[config.mk]
export PLATFORM = sky130hd
export DESIGN_NAME = pre_i_blk8_pack_flat
export DESIGN_NICKNAME = d
export VERILOG_FILES = /design/src/rtl/pre_i_blk8_pack_if.sv /design/src/rtl/pre_i_blk8_pack.sv /design/src/flat_wrapper.sv
export SDC_FILE = /design/constraint.sdc
export NUM_CORES = 1
export LEC_CHECK = 0
export CORE_MARGIN = 8
export CORE_UTILIZATION = 45
export DETAILED_ROUTE_END_ITERATION = 8
export PLACE_DENSITY = 0.72
export SKIP_CTS_REPAIR_TIMING = 1
export SLEW_MARGIN = 30
export SYNTH_ARGS = -nofsm -noshare
export SYNTH_HDL_FRONTEND = slang
export SYNTH_SLANG_ARGS = --single-unit
export TNS_END_PERCENT = 1
[constraint.sdc]
create_clock -name clk -period 1.5 [get_ports clk]
set_clock_uncertainty 0.05 [all_clocks]
set_input_delay 0.3 -clock clk [delete_from_list [all_inputs] [get_ports clk]]
set_output_delay 0.3 -clock clk [all_outputs]
set_load 0.02 [all_outputs]
[src/rtl/pre_i_blk8_pack_if.sv]
`default_nettype none
// ============================================================================
//  Module      : pre_i_blk8_pack_if
//  Description : Pixel-stream and bank-write bundle for the pre-intra 8x8
//                block packer. The master side drives the pixel stream and
//                the bank releases. The slave side is the packer.
//  Revision    : 1.0  initial release
// ============================================================================
interface pre_i_blk8_pack_if #(
    parameter int PIX_W  = 8,
    parameter int ADDR_W = 4
);
    logic [PIX_W-1:0]   pix_i;
    logic               pix_val_i;
    logic               pix_rdy_o;
    logic               flush_i;
    logic [1:0]         we_o;
    logic [ADDR_W-1:0]  waddr_o;
    logic [4*PIX_W-1:0] wdata_o;
    logic [1:0]         full_o;
    logic [1:0]         rel_i;
    logic               done_o;
    logic               done_bank_o;

    modport master (
        output pix_i, pix_val_i, flush_i, rel_i,
        input  pix_rdy_o, we_o, waddr_o, wdata_o, full_o, done_o, done_bank_o
    );

    modport slave (
        input  pix_i, pix_val_i, flush_i, rel_i,
        output pix_rdy_o, we_o, waddr_o, wdata_o, full_o, done_o, done_bank_o
    );
endinterface
`default_nettype wire

[src/rtl/pre_i_blk8_pack.sv]
`default_nettype none
// ============================================================================
//  Module      : pre_i_blk8_pack
//  Description : Packs a raster 8x8 pixel stream four pixels per word and
//                writes whole blocks into two ping-pong RF banks, tracking
//                which banks hold a complete block awaiting the consumer.
//  Revision    : 1.0  initial release
// ============================================================================
module pre_i_blk8_pack #(
    parameter int PIX_W  = 8,
    parameter int ADDR_W = 4
) (
    input  logic               clk,
    input  logic               rst,
    pre_i_blk8_pack_if.slave   bus
);

    localparam int                WORD_W   = 4 * PIX_W;
    localparam int                CNT_W    = ADDR_W + 2;
    localparam logic [CNT_W-1:0]  CNT_ONE  = {{(CNT_W-1){1'b0}}, 1'b1};
    localparam logic [CNT_W-1:0]  CNT_LAST = {CNT_W{1'b1}};

    typedef enum logic [0:0] {
        ST_FILL  = 1'b0,
        ST_STALL = 1'b1
    } state_t;

    state_t              state_q, state_d;
    logic [CNT_W-1:0]    pcnt_q, pcnt_d;
    logic [WORD_W-1:0]   pack_q, pack_d, pack_ins;
    logic                wbank_q, wbank_d;
    logic [1:0]          we_q, we_d;
    logic [ADDR_W-1:0]   waddr_q, waddr_d;
    logic [WORD_W-1:0]   wdata_q, wdata_d;
    logic [1:0]          full_q, full_d;
    logic                done_q, done_d;
    logic                done_bank_q, done_bank_d;
    logic                pix_rdy;
    logic                xfer;

    // Ready depends only on registered state, reset and flush, never on valid.
    assign pix_rdy = ~rst & ~full_q[wbank_q] & ~bus.flush_i & (state_q == ST_FILL);
    assign xfer    = bus.pix_val_i & pix_rdy;

    assign bus.pix_rdy_o   = pix_rdy;
    assign bus.we_o        = we_q;
    assign bus.waddr_o     = waddr_q;
    assign bus.wdata_o     = wdata_q;
    assign bus.full_o      = full_q;
    assign bus.done_o      = done_q;
    assign bus.done_bank_o = done_bank_q;

    // Drop the incoming pixel into its lane; the first pixel of a word is the MSB.
    always_comb begin
        pack_ins = pack_q;
        case (pcnt_q[1:0])
            2'd0:    pack_ins[4*PIX_W-1:3*PIX_W] = bus.pix_i;
            2'd1:    pack_ins[3*PIX_W-1:2*PIX_W] = bus.pix_i;
            2'd2:    pack_ins[2*PIX_W-1:PIX_W]   = bus.pix_i;
            default: pack_ins[PIX_W-1:0]         = bus.pix_i;
        endcase
    end

    // Datapath next state: counting, packing, write issue and bank bookkeeping.
    always_comb begin
        pcnt_d      = pcnt_q;
        pack_d      = pack_q;
        we_d        = 2'b00;
        waddr_d     = waddr_q;
        wdata_d     = wdata_q;
        done_d      = 1'b0;
        done_bank_d = done_bank_q;
        wbank_d     = wbank_q;
        // Release first, so a set in the same cycle wins.
        full_d      = full_q & ~bus.rel_i;

        // The final write of a block is on the bus now: the bank becomes
        // full at this edge, and filling moves to the other bank.
        if (done_q) begin
            full_d[wbank_q] = 1'b1;
            wbank_d         = ~wbank_q;
        end

        if (bus.flush_i) begin
            pcnt_d = '0;
            pack_d = '0;
        end else if (xfer) begin
            pcnt_d = pcnt_q + CNT_ONE;
            pack_d = pack_ins;
            if (pcnt_q[1:0] == 2'd3) begin
                we_d[wbank_d] = 1'b1;
                waddr_d       = pcnt_q[CNT_W-1:2];
                wdata_d       = pack_ins;
                if (pcnt_q == CNT_LAST) begin
                    done_d      = 1'b1;
                    done_bank_d = wbank_d;
                end
            end
        end
    end

    // Stall control: hold off the stream while the bank being filled is full.
    always_comb begin
        state_d = state_q;
        case (state_q)
            ST_FILL:  if (full_d[wbank_d])  state_d = ST_STALL;
            ST_STALL: if (!full_q[wbank_q]) state_d = ST_FILL;
            default:  state_d = ST_FILL;
        endcase
    end

    // State registers; reset discards any partial block.
    always_ff @(posedge clk) begin
        if (rst) begin
            state_q     <= ST_FILL;
            pcnt_q      <= '0;
            pack_q      <= '0;
            wbank_q     <= 1'b0;
            we_q        <= 2'b00;
            waddr_q     <= '0;
            wdata_q     <= '0;
            full_q      <= 2'b00;
            done_q      <= 1'b0;
            done_bank_q <= 1'b0;
        end else begin
            state_q     <= state_d;
            pcnt_q      <= pcnt_d;
            pack_q      <= pack_d;
            wbank_q     <= wbank_d;
            we_q        <= we_d;
            waddr_q     <= waddr_d;
            wdata_q     <= wdata_d;
            full_q      <= full_d;
            done_q      <= done_d;
            done_bank_q <= done_bank_d;
        end
    end

endmodule
`default_nettype wire

[src/flat_wrapper.sv]
// flat-port wrapper written by rule: the top's interface ports become plain ports
module pre_i_blk8_pack_flat 
#(
    parameter int PIX_W  = 8,
    parameter int ADDR_W = 4
)
  (clk, rst, bus_pix_i, bus_pix_val_i, bus_flush_i, bus_rel_i, bus_pix_rdy_o, bus_we_o, bus_waddr_o, bus_wdata_o, bus_full_o, bus_done_o, bus_done_bank_o);
  pre_i_blk8_pack_if #(.PIX_W(PIX_W), .ADDR_W(ADDR_W)) bus_i ();
  input  logic clk;
  input  logic rst;
  input wire logic [$bits(bus_i.pix_i)-1:0] bus_pix_i;
  input wire logic [$bits(bus_i.pix_val_i)-1:0] bus_pix_val_i;
  input wire logic [$bits(bus_i.flush_i)-1:0] bus_flush_i;
  input wire logic [$bits(bus_i.rel_i)-1:0] bus_rel_i;
  output wire logic [$bits(bus_i.pix_rdy_o)-1:0] bus_pix_rdy_o;
  output wire logic [$bits(bus_i.we_o)-1:0] bus_we_o;
  output wire logic [$bits(bus_i.waddr_o)-1:0] bus_waddr_o;
  output wire logic [$bits(bus_i.wdata_o)-1:0] bus_wdata_o;
  output wire logic [$bits(bus_i.full_o)-1:0] bus_full_o;
  output wire logic [$bits(bus_i.done_o)-1:0] bus_done_o;
  output wire logic [$bits(bus_i.done_bank_o)-1:0] bus_done_bank_o;
  assign bus_i.pix_i = bus_pix_i;
  assign bus_i.pix_val_i = bus_pix_val_i;
  assign bus_i.flush_i = bus_flush_i;
  assign bus_i.rel_i = bus_rel_i;
  assign bus_pix_rdy_o = bus_i.pix_rdy_o;
  assign bus_we_o = bus_i.we_o;
  assign bus_waddr_o = bus_i.waddr_o;
  assign bus_wdata_o = bus_i.wdata_o;
  assign bus_full_o = bus_i.full_o;
  assign bus_done_o = bus_i.done_o;
  assign bus_done_bank_o = bus_i.done_bank_o;
  pre_i_blk8_pack #(.PIX_W(PIX_W), .ADDR_W(ADDR_W)) u_core (.clk(clk), .rst(rst), .bus(bus_i));
endmodule
==> results of run 1 <==
==> worst max-delay path: stages, from the launching register on <==
cell     delay (ns)
dfxtp_2        0.35
mux2_4         0.31
nor2_1         0.12
buf_4          0.15
==> cells by family (layout without fill, tap and decap cells) <==
group,after synthesis,in the layout
xor+xnor,1,1
simple gates,80,80
flops,82,82
buf+inv,34,122
fa+ha+maj,5,5
compound gates,72,72
mux,76,76
==> area by class of cell <==
class / count / share of cell area
Clock inverter: 3 / 0.01307
Multi-Input combinational cell: 234 / 0.3706
Clock buffer: 11 / 0.02839
Sequential cell: 82 / 0.3299
Inverter: 4 / 0.003015
Timing Repair Buffer: 104 / 0.2294
Tap cell: 102 / 0.02563
==> power groups by stage <==
stage	Combinational (mW)	Clock (mW)	Sequential, mW
after CTS	0.228	1.76	2.18
after global routing	0.253	1.86	2.18
after floorplan	0.110	0	2.23
after global placement	0.224	0	2.23
final	0.239	1.74	2.18
after detailed placement	0.226	0	2.23
==> synth_stat cells (2+ instances only) <==
| cell | n | area [um^2] |
|---|---|---|
| mux2i_1 | 70 | 700.7 |
| a211oi_1 | 32 | 240.2 |
| buf_1 | 4 | 15.01 |
| inv_1 | 4 | 15.01 |
| ha_1 | 5 | 62.56 |
| nand4_1 | 3 | 18.77 |
| nor2b_1 | 4 | 25.02 |
| a31oi_1 | 32 | 200.2 |
| nor2_1 | 4 | 15.01 |
| dfxtp_1 | 82 | 1642 |
| nand2b_1 | 5 | 31.28 |
| nand2_1 | 46 | 172.7 |
| a21oi_1 | 5 | 25.02 |
| clkbuf_1 | 15 | 56.30 |
| nand3_2 | 2 | 20.02 |
| buf_4 | 7 | 52.55 |
| nand3_1 | 3 | 15.01 |
| and2_1 | 2 | 12.51 |
| and3_1 | 3 | 18.77 |
| mux2_2 | 5 | 56.30 |
| buf_2 | 3 | 15.01 |
| o21ai_0 | 2 | 10.01 |
==> worst paths after layout <==
kind                  endpoint  slack (ns)  cells after the start
max              bus_pix_rdy_o       -0.14                      3
min          u_core.bus.done_o        0.38                      4
max reg2reg  u_core.pack_q[11]       -0.08                      6
min reg2reg   u_core.pack_q[0]        0.41                      2
==> state kept, by name, summed over array words and instances, names as in the netlist <==
signal and flops:
u_core.bus.waddr_o 4, u_core.wbank_q 1, u_core.bus.wdata_o 32, u_core.bus.full_o 2
u_core.pack_q 32, u_core.pcnt_q 6, u_core.bus.we_o 2, u_core.bus.done_bank_o 1
u_core.bus.done_o 1, u_core.state_q 1
==> layer usage <==
metal	up-vias	part of all wire
met4	0	0.017
met3	16	0.051
met1	1440	0.44
li1	1440	-
met2	71	0.49
met5	-	0
==> per-stage QoR <==
step,area [um^2],power [mW],utilization,cells,TNS (ns)
floorplan,3567,2.342,-,350,-3.972
global placement,4504,2.456,0.5859,524,-41.08
detailed placement,4504,2.459,0.5859,524,-44.17
CTS,4711,4.167,0.6128,538,-24.61
global route,4980,4.297,0.6478,540,-7.587
finish,4980,4.160,0.6478,540,-2.053
==> metrics.csv, run 1 <==
metric,value,unit
Synth async-reset ratio,0,
sw frac,0.2204,
WS Path Type,register to primary output,
Row Count,32,
Sequential Area,1643,um^2
fin worst setup slack,-0.1393,ns
Post-Syn Nets,369,
post-DR vias/cell,5.494,
multiplexer area fraction after synthesis,0.2161,
area of the multi-input gates,1846,um^2
Syn Inst Count,350,
clock share of power,0.418,
failing checks,setup timing,
Layout fillers,643,
DIE HEIGHT,105.0,um
critical path launch point type,register,
compound-cell area share of the yosys netlist,0.1354,
Tcrit/Tclk final,1.093,
largest net degree at the start of global routing,42,
total number of vias,2967,
"commonest non-fill, non-tap cells in the layout","dfxtp_1 (81), mux2i_1 (68), nand2_1 (46), dlymetal6s2s_1 (44), a31oi_1 (32)",
critical register-to-register path startpoint,u_core.wbank_q,
CP arrival,1.29,ns
Final Hold Violating Endpoints,0,
met1 usage,0.2081,
worst slew pin tran,0.5172,ns
"Top FF cell, synth",dfxtp_1,
# DRC,0,
CTS Buf Count,9,
crit path max fanout,2,
post-synthesis register bit count,82,
fin nets,454,
Cell variety after synth,34,
Clock H-tree levels,3,
Gate power share,0.057,
area delta synth->final,39.65,%
clock root buffer,clkbuf_8,
warnings from Yosys,0,
final setup violation count,54,
PD cells,835.3,nW/um^2
critical path startpoint,u_core.wbank_q,
Buffers on Ports,56,
met3 Resource Use GR,0.04361,
Sequential Power Share,0.524,
max_cap viols,0,
Simple-Gate Fraction of Synth Area,0.1218,
f_max,610.0,MHz
Tmin final,1.639,ns
Final Routed Wirelength,9.672,mm
first-pass GRT wire length,14.92,mm
met2 Track Usage GR,0.2692,
routability cong.,0.8509,
Max VDD drop,434.4,uV
ANT nets after route,0,
overall global routing resource usage,0.1665,
HP Start,rst,
total die area,11030,um^2
busiest grt layer,met2,
CTS max path bufs,2,
sequential area share after synthesis,0.4604,
initial drt markers,112,
TritonRoute pass-1 iters,4,
vias in the first global route,2898,
Setup crit end kind,primary output,
"commonest non-fill, non-tap cell in the layout",dfxtp_1,
ratio of cells with drive above 1 in the final layout,0.2055,
NetSw,916.9,uW
dpl ws,-0.7258,ns
unrepaired setup endpoints after global routing,true,
combinational family with the most area after synthesis,multiplexers,
initial antenna violation count,0,
Max Slew Vio Count,0,
Hold Path Class,input pin to register,
clock slew at reported path FFs,0.08,ns
Slew headroom,0.6544,
Post-Syn Area per Cell,10.19,um^2
Ports,57,
wire per inst,17.91,um
Clock Sink Count,82,
initial core utilization,0.4639,
static leakage,2.611,nW
GRT Residual Overflow,0,
core area,7687,um^2
antenna diode count,0,
XOR/XNOR share of the synthesized area,0.002456,
Synth Cell Area,3566,um^2
CTS tree,built,
number of synthesized flops with an enable pin,0,
required time of the worst setup path,1.15,ns
clk_lat worst skew,0.36,ns
Internal,3.243,mW
worst hold margin,0.3829,ns
Die W,105.0,um
hpwl dp,6.597,mm
post-synthesis adder-cell area fraction,0.01754,
status,"finished, violations left",
Power figures use the tool's default switching activity.
==> run 2, diff against run 1 <==
- SLEW_MARGIN: 30 -> 20
==> results of run 2 <==
No change in the layout: final DEF, timing and power equal those of run 1.
